## config.mk

```make
export PLATFORM = sky130hd
export DESIGN_NAME = fc16_stream_driver
export DESIGN_NICKNAME = d
export VERILOG_FILES = /design/src/rtl/fc16_stream_driver.sv
export SDC_FILE = /design/constraint.sdc
export NUM_CORES = 2
export LEC_CHECK = 0
export ABC_AREA = 0
export CORE_MARGIN = 8
export CORE_UTILIZATION = 25
export DETAILED_ROUTE_END_ITERATION = 6
export GPL_ROUTABILITY_DRIVEN = 0
export PLACE_DENSITY = 0.48
export SLEW_MARGIN = 0
export SYNTH_ARGS = -nofsm -noshare
export SYNTH_HDL_FRONTEND = slang
export SYNTH_SLANG_ARGS = --single-unit
```

## constraint.sdc

```tcl
create_clock -name clk -period 44.1 [get_ports clk]
set_clock_uncertainty 0.2 [all_clocks]
set_input_delay 8.82 -clock clk [delete_from_list [all_inputs] [get_ports clk]]
set_output_delay 8.82 -clock clk [all_outputs]
set_load 0.005 [all_outputs]
```

## src/rtl/fc16_stream_driver.sv

```systemverilog
// fc16_stream_driver
//   Front-end for one FC_16 dot-product unit. Serial FP32 activation words
//   are packed into NUM_LANES-wide vectors. Each vector is issued to the FC
//   unit with a one-cycle valid_in strobe, and the unit's valid-pipeline
//   enables are driven from a shift chain. The FC result is returned with a
//   valid/last strobe. A partial final vector is zero-padded. Once a frame's
//   last word is taken, the pipeline drains before the next frame is accepted.
//
// Ports
//   clk, rst           clock, asynchronous active-high reset
//   s_data/s_valid/
//   s_last/s_ready     activation stream in (valid/ready handshake)
//   fc_data            packed vector to FC unit, lane n at [DW*(n+1)-1:DW*n]
//   fc_valid_in        one-cycle vector strobe to FC unit
//   fc_valid_pipeline  stage enables to FC unit
//   fc_o_data          registered result from FC unit
//   res_data/res_valid/
//   res_last           result out (no backpressure)
//   vec_count          vectors issued in the current frame (saturating)
//   busy               high while draining a frame
module fc16_stream_driver #(
    parameter int DATA_WIDTH  = 32,
    parameter int NUM_LANES   = 16,
    parameter int PIPE_STAGES = 5,
    parameter int CNT_WIDTH   = 16
) (
    input  logic                            clk,
    input  logic                            rst,
    input  logic [DATA_WIDTH-1:0]           s_data,
    input  logic                            s_valid,
    input  logic                            s_last,
    output logic                            s_ready,
    output logic [DATA_WIDTH*NUM_LANES-1:0] fc_data,
    output logic                            fc_valid_in,
    output logic [PIPE_STAGES-1:0]          fc_valid_pipeline,
    input  logic [DATA_WIDTH-1:0]           fc_o_data,
    output logic [DATA_WIDTH-1:0]           res_data,
    output logic                            res_valid,
    output logic                            res_last,
    output logic [CNT_WIDTH-1:0]            vec_count,
    output logic                            busy
);

    localparam int IDX_W = $clog2(NUM_LANES);
    localparam logic [IDX_W-1:0] LAST_IDX = IDX_W'(NUM_LANES - 1);

    localparam logic [0:0] ST_FILL  = 1'b0;
    localparam logic [0:0] ST_DRAIN = 1'b1;

    logic [0:0]                      state_q, state_d;
    logic [IDX_W-1:0]                idx_q, idx_d;
    logic [DATA_WIDTH*NUM_LANES-1:0] buf_q, buf_d;
    logic [DATA_WIDTH*NUM_LANES-1:0] fc_data_q, fc_data_d;
    logic                            fc_valid_in_q, fc_valid_in_d;
    logic                            issue_last_q, issue_last_d;
    logic [PIPE_STAGES-1:0]          vp_q, vp_d;
    logic [PIPE_STAGES-1:0]          lastp_q, lastp_d;
    logic                            res_valid_q, res_valid_d;
    logic                            res_last_q, res_last_d;
    logic [CNT_WIDTH-1:0]            vec_count_q, vec_count_d;

    logic                            accept;
    logic                            issue;
    logic [DATA_WIDTH*NUM_LANES-1:0] merged;

    assign s_ready = (state_q == ST_FILL);
    assign accept  = s_valid && s_ready;
    assign issue   = accept && (s_last || (idx_q == LAST_IDX));

    // Collect buffer with the incoming word placed at idx; lanes above idx
    // are forced to +0.0 so a partial vector contributes nothing.
    always_comb begin
        merged = '0;
        for (int unsigned n = 0; n < NUM_LANES; n++) begin
            if (IDX_W'(n) < idx_q)
                merged[n*DATA_WIDTH +: DATA_WIDTH] = buf_q[n*DATA_WIDTH +: DATA_WIDTH];
            else if (IDX_W'(n) == idx_q)
                merged[n*DATA_WIDTH +: DATA_WIDTH] = s_data;
        end
    end

    always_comb begin
        state_d       = state_q;
        idx_d         = idx_q;
        buf_d         = buf_q;
        fc_data_d     = fc_data_q;
        fc_valid_in_d = 1'b0;
        issue_last_d  = 1'b0;
        vec_count_d   = vec_count_q;

        if (accept) begin
            if (issue) begin
                fc_data_d     = merged;
                fc_valid_in_d = 1'b1;
                issue_last_d  = s_last;
                idx_d         = '0;
                buf_d         = '0;
                if (vec_count_q != '1)
                    vec_count_d = vec_count_q + CNT_WIDTH'(1);
            end else begin
                buf_d = merged;
                idx_d = idx_q + IDX_W'(1);
            end
        end

        vp_d        = {vp_q[PIPE_STAGES-2:0], fc_valid_in_q};
        lastp_d     = {lastp_q[PIPE_STAGES-2:0], issue_last_q};
        res_valid_d = vp_q[PIPE_STAGES-1];
        res_last_d  = vp_q[PIPE_STAGES-1] && lastp_q[PIPE_STAGES-1];

        case (state_q)
            ST_FILL: begin
                if (accept && s_last)
                    state_d = ST_DRAIN;
            end
            default: begin
                // The frame's final result leaves this cycle; reopen intake.
                if (res_valid_q && res_last_q) begin
                    state_d     = ST_FILL;
                    vec_count_d = '0;
                end
            end
        endcase
    end

    always_ff @(posedge clk or posedge rst) begin
        if (rst) begin
            state_q       <= ST_FILL;
            idx_q         <= '0;
            buf_q         <= '0;
            fc_data_q     <= '0;
            fc_valid_in_q <= 1'b0;
            issue_last_q  <= 1'b0;
            vp_q          <= '0;
            lastp_q       <= '0;
            res_valid_q   <= 1'b0;
            res_last_q    <= 1'b0;
            vec_count_q   <= '0;
        end else begin
            state_q       <= state_d;
            idx_q         <= idx_d;
            buf_q         <= buf_d;
            fc_data_q     <= fc_data_d;
            fc_valid_in_q <= fc_valid_in_d;
            issue_last_q  <= issue_last_d;
            vp_q          <= vp_d;
            lastp_q       <= lastp_d;
            res_valid_q   <= res_valid_d;
            res_last_q    <= res_last_d;
            vec_count_q   <= vec_count_d;
        end
    end

    assign fc_data           = fc_data_q;
    assign fc_valid_in       = fc_valid_in_q;
    assign fc_valid_pipeline = vp_q;
    assign res_data          = fc_o_data;
    assign res_valid         = res_valid_q;
    assign res_last          = res_last_q;
    assign vec_count         = vec_count_q;
    assign busy              = (state_q == ST_DRAIN);

endmodule

```

# Word-level counts from Yosys, hierarchy flattened
# Cells that the tools add are included.
# totals
mem_bits_ro	0
latch_bits	0
mem_bits_rw	0
regBits	1059
input_bits	68
memories	0
# op_classes
div_mod_pow	0
shifts	0
eq_ne	17
reduce_logical	8
mul	0
muxes	46
order_cmp	16
n_bitwise	1
n_addsub	2
# ops
operator	count
$mux 32	32
$mux 512	1
$mux 16	5
$eq 4x4->1 const A	8
$lt 4x4->1 const A	8
$add 16x1->16 const B	1
$eq 3x4->1 const A	4
$lt 3x4->1 const A	4
$ne 16x16->1 const B	1
$eq 2x4->1 const A	2
$lt 1x4->1 const A	2
$lt 2x4->1 const A	2
$mux 1	7
$logic_and 1x1->1	5
$add 4x1->4 const B	1
$eq 1x4->1 const A	1
$eq 4x4->1 const B	1
$logic_not 4->1	1
$mux 4	1
$reduce_and 2->1	1
$logic_or 1x1->1	1
$not 1->1	1

# Depth between registers and ports, before layout
# depth
ltp_word	7
mapped_depth	10
ltp_nobuf	6

# Least setup slack after synthesis
# Ideal clock, no wire load.
# synth_timing
path_type	input -> output
startpoint	input port fc_o_data[0]
endpoint	output port res_data[0]
path_buffers	1
t_arrival_ps	8931
stages	1
slack_ps	26149
path_cell_list	buf_4
# synth_lines
element	line	text
from (decl)	36	input logic [DATA_WIDTH-1:0] fc_o_data,
to (decl)	37	output logic [DATA_WIDTH-1:0] res_data,
# No word-level cell between the ends.

# Final worst setup path
# layout_timing
startpoint	input port fc_o_data[10]
endpoint	output port res_data[10]
# No word-level cell between the ends.

==> impl_metrics.py <==
metrics = {
    "power_and_ir_drop": {
        "ir_worst_vdd_uv": 34.00,
        "p_sw_mw": 1.044,
        "fin_total_pwr_mw": 3.240,
        "p_comb_share_pct": 28.4,
        "intPower_mw": 2.196,
        "p_sw_share_pct": 32.24,
        "p_seq_share_pct": 41.3,
        "leakagePower_nw": 22.62,
        "p_clk_share_pct": 30.3,
        "power_density_nw_per_um2": 61.30,
    },
    "synth": {
        "yosysSeqAreaShare_pct": 61.44,
        "synth_nets": 3830,
        "syn_area_per_cell_sq_um": 11.13,
        "synth_seq_cells": 1027,
        "synth_edf_count": 0,
        "netlist_area_sq_um": 41830,
        "synth-main-ff-cell": "dfrtp_1",
        "yosys.cell_types.count": 49,
        "syn_inst": 3758,
        "async_reset_ff_share_pct": 100.0,
        "synth_top_area_cell": "dfrtp_1",
        "ys_top_cells_by_area": "dfrtp_1, a22o_1, nor2_1",
        "synth_top_area_share_pct": 61.44,
        "synth_warnings": 0,
    },
    "cells_and_area": {
        "fill_cells": 17130,
        "final_util_pct": 31.71,
        "area_growth_pct": 26.36,
        "stdcell_area_sq_um": 52850,
        "fin_nets": 4123,
        "final_cells": 6348,
        "drive_above_1_share_pct": 8.182,
    },
    "critical_path": {
        "endpoint_kind": "output port",
        "crit_path_start": "fc_o_data[10]",
        "arrival_ns": 8.82,
        "reg2reg_from": "idx_q[1]",
        "start_kind": "primary input",
        "worst-path-max-fanout": 1,
        "r2r_end": "fc_data[403]",
        "r2r_setup_slack_ns": 37.59,
        "ff2ff_path_depth": 10,
        "path_class": "primary input to output port",
        "crit_required_ns": 35.08,
    },
    "global_route": {
        "grt_antenna_before_repair": 0,
        "gr-total-overflow": 0,
        "grt_pass1_wl_microns": 246400,
        "grt_max_degree": 164,
        "grt_pass1_vias": 33060,
        "grtUsageTotal_pct": 18.06,
    },
    "routing": {
        "viasPerCell": 5.181,
        "routed-via-count": 32890,
        "dr.first_iter.drc_count": 2878,
        "antenna_left": 0,
        "wl_per_cell_microns": 26.60,
        "wirelength_microns": 168900,
        "remaining_drc_errors": 0,
        "firstDrtPassIters": 6,
    },
    "timing": {
        "tightest_slew_ns": 1.279,
        "rsz0062_at_grt": "false",
        "finalSetupTns_ns": 0,
        "max_clock_freq_ghz": 0.05605,
        "hold_viol": 0,
        "fin_crit_ns": 17.84,
        "report.final.slew_viol_count": 0,
        "relSlewSlack_pct": 14.52,
        "finalSetupViolCount": 0,
        "period_share_pct": 40.45,
        "setup_ws_ns": 26.26,
        "hold_ws_ns": 0.1471,
    },
    "cts": {
        "cts_buffer_depth": 3,
        "cts_setup_buffers": 0,
        "cts_resized": 0,
        "cts_sinks": 1027,
        "worstSkewPairLatency_ns": 0.72,
        "numCtsBuffers": 117,
        "cts_hold_buf": 0,
        "htreeDepth": 3,
        "cts_tree": "yes",
        "cts-root-buf": "clkbuf_16",
        "cts.clk_slew.worst_paths_ns": 0.06,
    },
    "die": {
        "ios": 638,
        "die-area_sq_um": 180700,
        "dieHeight_microns": 425.0,
        "coreArea_sq_um": 166700,
        "die_w_microns": 425.0,
        "rows": 150,
        "initial_utilization_pct": 25.10,
    },
    "placed_design": {
        "place_ws_ns": 26.26,
        "dp_cells": 6136,
        "portBuffers": 573,
        "hpwl_microns": 103000,
        "postPlaceCellArea_sq_um": 49000,
    },
    "worst_hold_path": {
        "hold_path_class": "register to register",
        "hp-start": "lastp_q[2]",
        "hold_end": "lastp_q[3]",
        "hold_depth": 0,
    },
    "run_status": {
        "outcome": "completed",
    },
    "run": {
        "drv_cap": 0,
    },
}
sequential cells by signal, summed over array words and instances, names as in the netlist:
signal,flops
fc_data,512
buf_q,480
vec_count,16
fc_valid_pipeline,5
lastp_q,5
idx_q,4
busy,1
fc_valid_in,1
issue_last_q,1
res_last,1
res_valid,1
power by group through the flow:
stage               registers, mW  logic (mW)  clock network, mW
global route                 1.36        1.00               1.05
detailed placement           1.35       0.941                  0
finish                       1.34       0.921              0.982
floorplan                    1.30       0.377                  0
global placement             1.35       0.934                  0
CTS                          1.34       0.944               1.01
cells in the mapped netlist (2+ instances only):
library cell     n
nand4_1          4
a22o_1         416
clkbuf_1       319
o211ai_1         3
a31oi_1        129
a32o_1          96
mux2i_1         73
nor2b_1          4
dfrtp_1       1027
a21o_1           9
nand2b_1         9
a41oi_1          2
and4_1           2
and2_1           9
nand2_1        186
buf_4           34
nor2_2           2
a221oi_1       288
and3_1           3
a211oi_1         3
buf_2          109
inv_1            5
nor4_1           5
o21a_1           2
nor3_1          12
ha_1             4
xor2_1           2
nand3_1        136
a21oi_1          3
or3_1            2
o21ai_0         72
o21ai_1          5
or4_1            4
nor2_1         721
buf_1           12
o31ai_1         33
layout make-up:
cell class	instances	area, sq um	area share, %
inverters	6	37.54	0.07102
clock buffers	191	3651	6.908
flip-flops and latches	1027	25700	48.63
clock inverters	20	197.7	0.3740
multi-input cells	2250	14310	27.07
diodes	1	2.502	0.004735
well taps	2204	2758	5.218
repair buffers	649	6196	11.72
how the worst max path moves through the flow:
| stage | to | cells after the start |
|---|---|---|
| finish | res_data[10] | 0 |
| global route | res_data[10] | 0 |
| CTS | res_data[2] | 0 |
| detailed placement | res_data[2] | 0 |
| global placement | res_data[2] | 0 |
| floorplan | buf_q[0] | 1 |
cells by family after synthesis:
| kind of cell | count (synthesis) | share of synthesized area [%] |
|---|---|---|
| xor+xnor | 2 | 0.04188 |
| mux | 73 | 1.747 |
| buf+inv | 481 | 4.950 |
| compound gates | 1068 | 21.03 |
| simple gates | 1103 | 10.67 |
| flops | 1027 | 61.44 |
| fa+ha+maj | 4 | 0.1197 |
layout by cell type, fill, tap and decap left out, drive strengths merged, types with 34 or more instances in the layout:
cell type,n
a221oi,288
a22o,416
a31oi,130
a32o,96
buf,108
clkbuf,191
clkdlybuf4s50,541
dfrtp,1027
mux2i,73
nand2,186
nand3,136
nor2,723
o21ai,78
o31ai,34
routing by layer:
layer / vias up / routed length [microns] / track usage [%]
met2: 976 / 82270 / 30.22
li1: 14310 / - / -
met4: 0 / 5637 / 6.030
met5: - / 0 / 0
met1: 17370 / 72630 / 23.74
met3: 228 / 8320 / 3.014
(Power assumes the default switching activity.)
